===== src/rtl/pwm_ramp_ctrl_if.sv =====
// Configuration handshake bundle for pwm_ramp_ctrl.
// The master offers a configuration; the slave (the ramp controller) accepts it.
interface pwm_ramp_ctrl_if #(
   parameter int WIDTH = 8
);
   logic             cfg_valid;
   logic             cfg_ready;
   logic [WIDTH-1:0] cfg_duty;
   logic [WIDTH-1:0] cfg_period;
   logic [WIDTH-1:0] cfg_step;
   logic [WIDTH-1:0] cfg_interval;

   modport master (
      output cfg_valid,
      output cfg_duty,
      output cfg_period,
      output cfg_step,
      output cfg_interval,
      input  cfg_ready
   );

   modport slave (
      input  cfg_valid,
      input  cfg_duty,
      input  cfg_period,
      input  cfg_step,
      input  cfg_interval,
      output cfg_ready
   );
endinterface


===== src/rtl/pwm_ramp_ctrl.sv =====
// PWM duty/period ramp controller.
// Accepts a configuration in IDLE, waits for a PWM rollover to apply the new
// period (clamping duty into it), then walks duty toward the target by a
// fixed step every 'interval' rollovers. All output changes land on rollover
// edges so the PWM core never sees a mid-period update.
module pwm_ramp_ctrl #(
   parameter int WIDTH        = 8,
   parameter int RESET_PERIOD = 255
) (
   input  logic             clk,
   input  logic             rst_n,
   pwm_ramp_ctrl_if.slave   cfg,
   input  logic             rollover,
   output logic [WIDTH-1:0] duty_out,
   output logic [WIDTH-1:0] period_out,
   output logic             busy,
   output logic             done
);

   typedef enum logic [1:0] {
      IDLE = 2'd0,
      SYNC = 2'd1,
      RAMP = 2'd2
   } state_t;

   state_t           state_reg, state_next;
   logic [WIDTH-1:0] duty_reg, duty_next;
   logic [WIDTH-1:0] period_reg, period_next;
   logic [WIDTH-1:0] target_reg, target_next;
   logic [WIDTH-1:0] step_reg, step_next;
   logic [WIDTH-1:0] interval_reg, interval_next;
   logic [WIDTH-1:0] sh_period_reg, sh_period_next;
   logic [WIDTH-1:0] cnt_reg, cnt_next;
   logic             done_reg, done_next;

   // Datapath helpers used by the next-state logic.
   logic [WIDTH-1:0] clamp_duty;
   logic [WIDTH-1:0] diff;
   logic [WIDTH-1:0] step_duty;
   logic [WIDTH-1:0] cnt_inc;

   assign clamp_duty = (duty_reg < sh_period_reg) ? duty_reg : sh_period_reg;
   // Larger minus smaller so the distance never wraps.
   assign diff       = (duty_reg > target_reg) ? (duty_reg - target_reg)
                                               : (target_reg - duty_reg);
   // Snap to target when within one step (or step is zero) to avoid overshoot.
   assign step_duty  = ((step_reg == '0) || (diff <= step_reg)) ? target_reg :
                       (duty_reg > target_reg) ? (duty_reg - step_reg)
                                               : (duty_reg + step_reg);
   assign cnt_inc    = cnt_reg + WIDTH'(1);

   // State and data registers; reset dominates everything else.
   always_ff @(posedge clk) begin
      if (!rst_n) begin
         state_reg     <= IDLE;
         duty_reg      <= '0;
         period_reg    <= WIDTH'(RESET_PERIOD);
         target_reg    <= '0;
         step_reg      <= '0;
         interval_reg  <= '0;
         sh_period_reg <= '0;
         cnt_reg       <= '0;
         done_reg      <= 1'b0;
      end else begin
         state_reg     <= state_next;
         duty_reg      <= duty_next;
         period_reg    <= period_next;
         target_reg    <= target_next;
         step_reg      <= step_next;
         interval_reg  <= interval_next;
         sh_period_reg <= sh_period_next;
         cnt_reg       <= cnt_next;
         done_reg      <= done_next;
      end
   end

   // Next-state and next-data decode; a rollover in IDLE is deliberately ignored,
   // as is a rollover arriving on the same edge as a transfer.
   always_comb begin
      state_next     = state_reg;
      duty_next      = duty_reg;
      period_next    = period_reg;
      target_next    = target_reg;
      step_next      = step_reg;
      interval_next  = interval_reg;
      sh_period_next = sh_period_reg;
      cnt_next       = cnt_reg;
      done_next      = 1'b0;

      case (state_reg)
         IDLE: begin
            if (cfg.cfg_valid) begin
               sh_period_next = cfg.cfg_period;
               step_next      = cfg.cfg_step;
               interval_next  = (cfg.cfg_interval == '0) ? WIDTH'(1) : cfg.cfg_interval;
               target_next    = (cfg.cfg_duty < cfg.cfg_period) ? cfg.cfg_duty : cfg.cfg_period;
               cnt_next       = '0;
               state_next     = SYNC;
            end
         end
         SYNC: begin
            if (rollover) begin
               period_next = sh_period_reg;
               duty_next   = clamp_duty;
               cnt_next    = '0;
               if (clamp_duty == target_reg) begin
                  state_next = IDLE;
                  done_next  = 1'b1;
               end else begin
                  state_next = RAMP;
               end
            end
         end
         RAMP: begin
            if (rollover) begin
               if (cnt_inc == interval_reg) begin
                  cnt_next  = '0;
                  duty_next = step_duty;
                  if (step_duty == target_reg) begin
                     state_next = IDLE;
                     done_next  = 1'b1;
                  end
               end else begin
                  cnt_next = cnt_inc;
               end
            end
         end
         default: begin
            state_next = IDLE;
         end
      endcase
   end

   assign cfg.cfg_ready = (state_reg == IDLE);
   assign busy          = (state_reg != IDLE);
   assign duty_out      = duty_reg;
   assign period_out    = period_reg;
   assign done          = done_reg;

endmodule


===== src/flat_wrapper.sv =====
// flat-port wrapper written by rule: the top's interface ports become plain ports
module pwm_ramp_ctrl_flat 
#(
   parameter int WIDTH        = 8,
   parameter int RESET_PERIOD = 255
)
  (clk, rst_n, rollover, duty_out, period_out, busy, done, cfg_cfg_valid, cfg_cfg_duty, cfg_cfg_period, cfg_cfg_step, cfg_cfg_interval, cfg_cfg_ready);
  pwm_ramp_ctrl_if #(.WIDTH(WIDTH)) cfg_i ();
  input  logic clk;
  input  logic rst_n;
  input  logic rollover;
  output logic [WIDTH-1:0] duty_out;
  output logic [WIDTH-1:0] period_out;
  output logic busy;
  output logic done;
  input wire logic [$bits(cfg_i.cfg_valid)-1:0] cfg_cfg_valid;
  input wire logic [$bits(cfg_i.cfg_duty)-1:0] cfg_cfg_duty;
  input wire logic [$bits(cfg_i.cfg_period)-1:0] cfg_cfg_period;
  input wire logic [$bits(cfg_i.cfg_step)-1:0] cfg_cfg_step;
  input wire logic [$bits(cfg_i.cfg_interval)-1:0] cfg_cfg_interval;
  output wire logic [$bits(cfg_i.cfg_ready)-1:0] cfg_cfg_ready;
  assign cfg_i.cfg_valid = cfg_cfg_valid;
  assign cfg_i.cfg_duty = cfg_cfg_duty;
  assign cfg_i.cfg_period = cfg_cfg_period;
  assign cfg_i.cfg_step = cfg_cfg_step;
  assign cfg_i.cfg_interval = cfg_cfg_interval;
  assign cfg_cfg_ready = cfg_i.cfg_ready;
  pwm_ramp_ctrl #(.WIDTH(WIDTH), .RESET_PERIOD(RESET_PERIOD)) u_core (.clk(clk), .rst_n(rst_n), .cfg(cfg_i), .rollover(rollover), .duty_out(duty_out), .period_out(period_out), .busy(busy), .done(done));
endmodule

===== config.mk =====
export PLATFORM = sky130hd
export DESIGN_NAME = pwm_ramp_ctrl_flat
export DESIGN_NICKNAME = d
export VERILOG_FILES = /design/src/rtl/pwm_ramp_ctrl_if.sv /design/src/rtl/pwm_ramp_ctrl.sv /design/src/flat_wrapper.sv
export SDC_FILE = /design/constraint.sdc
export NUM_CORES = 1
export LEC_CHECK = 0
export CAP_MARGIN = 20
export CELL_PAD_IN_SITES_DETAIL_PLACEMENT = 0
export CELL_PAD_IN_SITES_GLOBAL_PLACEMENT = 1
export CORE_ASPECT_RATIO = 0.8
export CORE_MARGIN = 5
export CORE_UTILIZATION = 45
export CTS_CLUSTER_SIZE = 8
export DETAILED_ROUTE_END_ITERATION = 6
export PLACE_DENSITY = 0.91
export SLEW_MARGIN = 20
export SYNTH_ARGS = -nofsm -noshare
export SYNTH_HDL_FRONTEND = slang
export SYNTH_SLANG_ARGS = --single-unit

===== constraint.sdc =====
create_clock -name clk -period 13.8 [get_ports clk]
set_input_delay 4.14 -clock clk [delete_from_list [all_inputs] [get_ports clk]]
set_output_delay 4.14 -clock clk [all_outputs]
set_load 0.02 [all_outputs]

[Word level (Yosys, flattened, before mapping)]
Cells that the tools add are included.
Storage, ports and cells
  bits of input ports: 36
  bits in registers: 59
  word-level logic and storage cells: 68
  memories: 0
  latch bits: 0
  bits in read-only memories: 0
  RAM bits: 0
Cells by class
  equality and inequality tests: 10
  $mul: 0
  reduce and logical (&&, ||, !) cells: 12
  div/mod/pow operators: 0
  bitwise logic cells: 0
  multiplexer cells: 28
  order comparisons: 4
  shift operators: 0
  add/subtract/negate cells: 5
Operators with widths (count)
  2-to-1 mux 8 bit: 13
  equality test 8 bit: 3
  one-hot mux 8 bit (3 select lines): 1
  subtractor 8 bit: 3
  zero test 8 bit: 2
  < comparator 8 bit: 2
  one-hot mux 8 bit (2 select lines): 1
  2-to-1 mux 2 bit: 6
  adder 8 x 1 -> 8 bit (second input constant): 1
  adder 8 bit: 1
  > comparator 8 bit: 1
  <= comparator 8 bit: 1
  AND reduction 4 bit: 2
  != test 2 bit (second input constant): 3
  one-hot mux 2 bit (3 select lines): 1
  2-to-1 mux 1 bit: 5
  AND reduction 5 bit: 1
  != test 2 x 1 -> 1 bit (second input constant): 2
  AND reduction 2 bit: 2
  nonzero test 2 bit: 2
  nonzero test 3 bit: 1
  equality test 2 x 1 -> 1 bit (second input constant): 1
  equality test 2 bit (second input constant): 1
  zero test 2 bit: 1
  other kinds (2): 2

[Depth between registers and ports, before layout]
  depth after elaboration: 10
  gate-level depth with buffers: 23
  gate-level depth less buffers: 21

[Least setup slack after synthesis]
No wires, ideal clock.
  kind: input to register
  start: input cfg_cfg_period[1]
  end: register u_core.target_reg[7]
  cell stages on the path: 10
  required time: 13663 ps
  buffers on the path: 1
  arrival time: 6055 ps
  setup time: 137 ps
  path slack: 7608 ps
  cell sequence: inv_1 -> ha_1 -> a21o_1 -> a21o_1 -> a21o_1 -> a21o_1 -> a2111oi_2 -> clkbuf_1 -> or3_1 -> a31oi_1
Between the ends
  longest elaborated chain between the ends: 2
Ends and longest elaborated chain
  start, declared: line flat_wrapper.sv:18  | input wire logic [$bits(cfg_i.cfg_period)-1:0] cfg_cfg_period;
  < comparator 8 bit: line pwm_ramp_ctrl.sv:96  | target_next = (cfg.cfg_duty < cfg.cfg_period) ? cfg.cfg_duty : cfg.cfg_period;
  2-to-1 mux 8 bit: line pwm_ramp_ctrl.sv:96
  end signal, assigned: line pwm_ramp_ctrl.sv:68  | target_reg <= target_next;
  end, declared: line pwm_ramp_ctrl.sv:29  | logic [WIDTH-1:0] target_reg, target_next;
Every way passes these cells.
A chain may end at the register's enable or synchronous reset.

[Final worst setup path]
  start: input cfg_cfg_period[1]
  end: register u_core.target_reg[5]
Same word-level chain as after synthesis.

==> qor.yml <==
run_status:
  status: "finished, final reports clean"
timing:
  skew_ns: 0.00692
  slew_viol_final: 0
  fmax_ghz: 0.151
  layout_min_cycle_time_ns: 6.62
  fin_crit_sh_pct: 48.0
  slew_headroom_pct: 35.7
  finalSetupViolations: 0
  worst_pin_slew_ns: 0.964
  rsz0062_at_grt: "no"
  tns_ns: 0
  final_hold_viol_count: 0
synthesis:
  synth_edf_count: 0
  synthTopCellsByCount: "75 x nand2_1, 59 x a21oi_1, 59 x dfxtp_1"
  synth.largest_area_cell: "dfxtp_1"
  synth.top_cell.area_share_pct: 24.1
  synth_most_common_cell: "nand2_1"
  synth_seq_cells: 59
  synthFlopType: "dfxtp_1"
  synthDistinctLibCells: 66
  synth.area.top_cells: "dfxtp_1 24%, ha_1 13%, a21oi_1 6.0%"
  syn_inst: 636
  synthArstFlopShare_pct: 0
  yosysSeqAreaShare_pct: 24.1
  syn-cell-area_mm2: 0.00490
  yosysWarningCount: 0
  syn_nets: 725
  syn_area_per_cell_um2: 7.70
power_and_ir_drop:
  irDropWorstVdd_mv: 0.151
  power_switching_mw: 0.743
  p_clk_share_pct: 14.9
  p_per_area_mw_per_mm2: 264
  comb_power_share_pct: 68.2
  p_int_mw: 0.805
  p_seq_share_pct: 16.9
  swShare_pct: 48.0
  leakage_nw: 2.33
clock_tree:
  cts_hold_buf: 0
  insertion_delay_ns: 0.32
  postCtsSetupBuffers: 0
  cts_buffer_depth: 2
  cts_resized: 0
  cts_tree: "done"
  cts_buffers: 9
  clock-root-buffer: "clkbuf_16"
  htreeDepth: 3
  numClockSinks: 59
  clk_pin_slew_ns: 0.06
floorplanning:
  design.die.area_mm2: 0.0131
  start_util_pct: 45.5
  dieWidth_um: 127
  pin_count: 55
  coreArea_mm2: 0.0108
  rows: 34
  dieHeight_um: 103
place:
  gp_congestion: 0.945
  portBuffers: 54
  hpwl_um: 10300
detailed_routing:
  vias: 4735
  drt-total-wl_um: 13600
  ant_nets: 0
  wl_per_cell_um: 16.6
  drt_pass1_iterations: 5
  viasPerCell: 5.75
  drt-initial-drc-count: 319
  drc: 0
cells_and_area:
  drive_gt1_share_pct: 5.74
  antenna_cells: 0
  areaGrowthSynthToFinish_pct: 19.7
  fin_util_pct: 54.5
  num-nets-final: 764
worst_setup_path:
  worstSetupPathType: "input port to flop"
  worst-path-buf-inv: 2
  crit_chain: "clkdlybuf4s50_1 -> inv_1 -> ha_1 -> a21o_1 -> a21o_1 -> a21o_1 -> a21o_1 -> a2111oi_4 -> o21ai_0 -> a31oi_1"
  cp-start-kind: "input port"
  cpMostUsedCell: "a21o_1"
  crit_family: "compound AO/OA/AOI/OAI gates"
  crit_path_top_delay_cell: "a2111oi_4"
  cp.required_ns: 14.04
  crit_path_max_incr_delay_ns: 0.70
  cp_max_fo: 16
  critPathArrivalTime_ns: 6.86
  end_kind: "flop"
  rrSetupSlack_ns: 8.13
worst_hold_path:
  hp-class: "flop to flop"
global_route:
  antenna_found_initial: 0
  grt_start_max_net_pins: 41
  gr-total-overflow: 0
  grt_pass1_wl_um: 22600
  grt_pass1_vias: 4473
  grt_usage_pct: 21.2
flow_run:
  maxCapViolCount: 0
worst reg2reg max path, cell delays in order, from the launching register on:
cell       delay (ns)
dfxtp_1          0.64
inv_1            0.24
ha_1             0.27
a211oi_1         0.31
o21bai_1         0.22
o21ai_0          0.58
buf_4            0.26
a21oi_1          0.06
xnor2_1          0.17
ha_1             0.59
xor2_1           0.22
mux2i_1          0.22
o2111ai_1        0.11
or3_1            0.33
or4b_1           0.56
or4b_1           0.57
nand3_1          0.11
a21oi_1          0.06
power by group through the flow:
| stage | registers, mW | clock network, mW | logic, mW |
|---|---|---|---|
| floorplan | 0.254 | 0 | 0.779 |
| finish | 0.262 | 0.231 | 1.06 |
| CTS | 0.261 | 0.235 | 1.04 |
| global route | 0.267 | 0.241 | 1.17 |
| detailed placement | 0.264 | 0 | 1.04 |
| global placement | 0.263 | 0 | 1.01 |
placed cells by master (no fill, tap or decap), drive strengths merged, types with 4 or more instances in the layout:
cell type	count
ha	50
o22ai	8
o211ai	11
nand2b	4
a211oi	6
or2	4
or3	12
a21oi	60
o221a	9
nor4	5
xor2	12
and3	4
dfxtp	59
buf	6
a31oi	12
inv	52
nand4	8
nor2	42
mux2	4
nand3	14
xnor2	25
a21o	8
o21a	8
nand2	76
clkbuf	10
and2	5
o21ai	36
clkdlybuf4s50	54
mux2i	13
nor3	20
worst paths after layout:
path,startpoint,endpoint,cells after the start
max reg2reg,u_core.target_reg[6],u_core.state_reg[0],17
max,cfg_cfg_period[1],u_core.target_reg[5],10
min,u_core.step_reg[5],u_core.step_reg[5],2
min reg2reg,u_core.step_reg[5],u_core.step_reg[5],2
through the flow:
step | hold slack [ns] | total power, mW | cell area, um2 | instances | setup WS, ns
finish | 0.452 | 1.55 | 5860 | 824 | 7.18
global route | 0.483 | 1.68 | 5860 | 824 | 7.01
CTS | 0.456 | 1.54 | 5850 | 824 | 6.96
detailed placement | 0.449 | 1.30 | 5540 | 808 | 6.64
global placement | 0.444 | 1.28 | 5540 | 808 | 6.76
floorplan | 0.436 | 1.03 | 4900 | 636 | 7.61
cell type report:
cell class                 count  area (um2)
tap                          144         180
timing repair buffer          60         586
inverter                      50         188
clock buffer                  10         239
sequential                    59        1180
fill                        1016        4900
clock inverter                 6        71.3
multi-input combinational    495        3420
kinds of logic after synthesis:
kind of cell / after synthesis / synth area share [%]
adders and majority gates: 53 / 14.0
xor gates and xnor gates: 38 / 7.08
buffers and inverters: 82 / 6.36
and+or+nand+nor: 208 / 20.5
muxes: 17 / 3.65
DFF: 59 / 24.1
AOI/OAI and AO/OA: 179 / 24.2
per-layer routing:
| metal | vias up | track usage (%) | routed length, um |
|---|---|---|---|
| li1 | 2351 | - | - |
| met5 | - | 0 | 0 |
| met4 | 0 | 6.02 | 229 |
| met3 | 23 | 3.75 | 962 |
| met2 | 170 | 32.4 | 5860 |
| met1 | 2191 | 30.8 | 6590 |
Note: power is estimated with default switching activity, not from simulation.
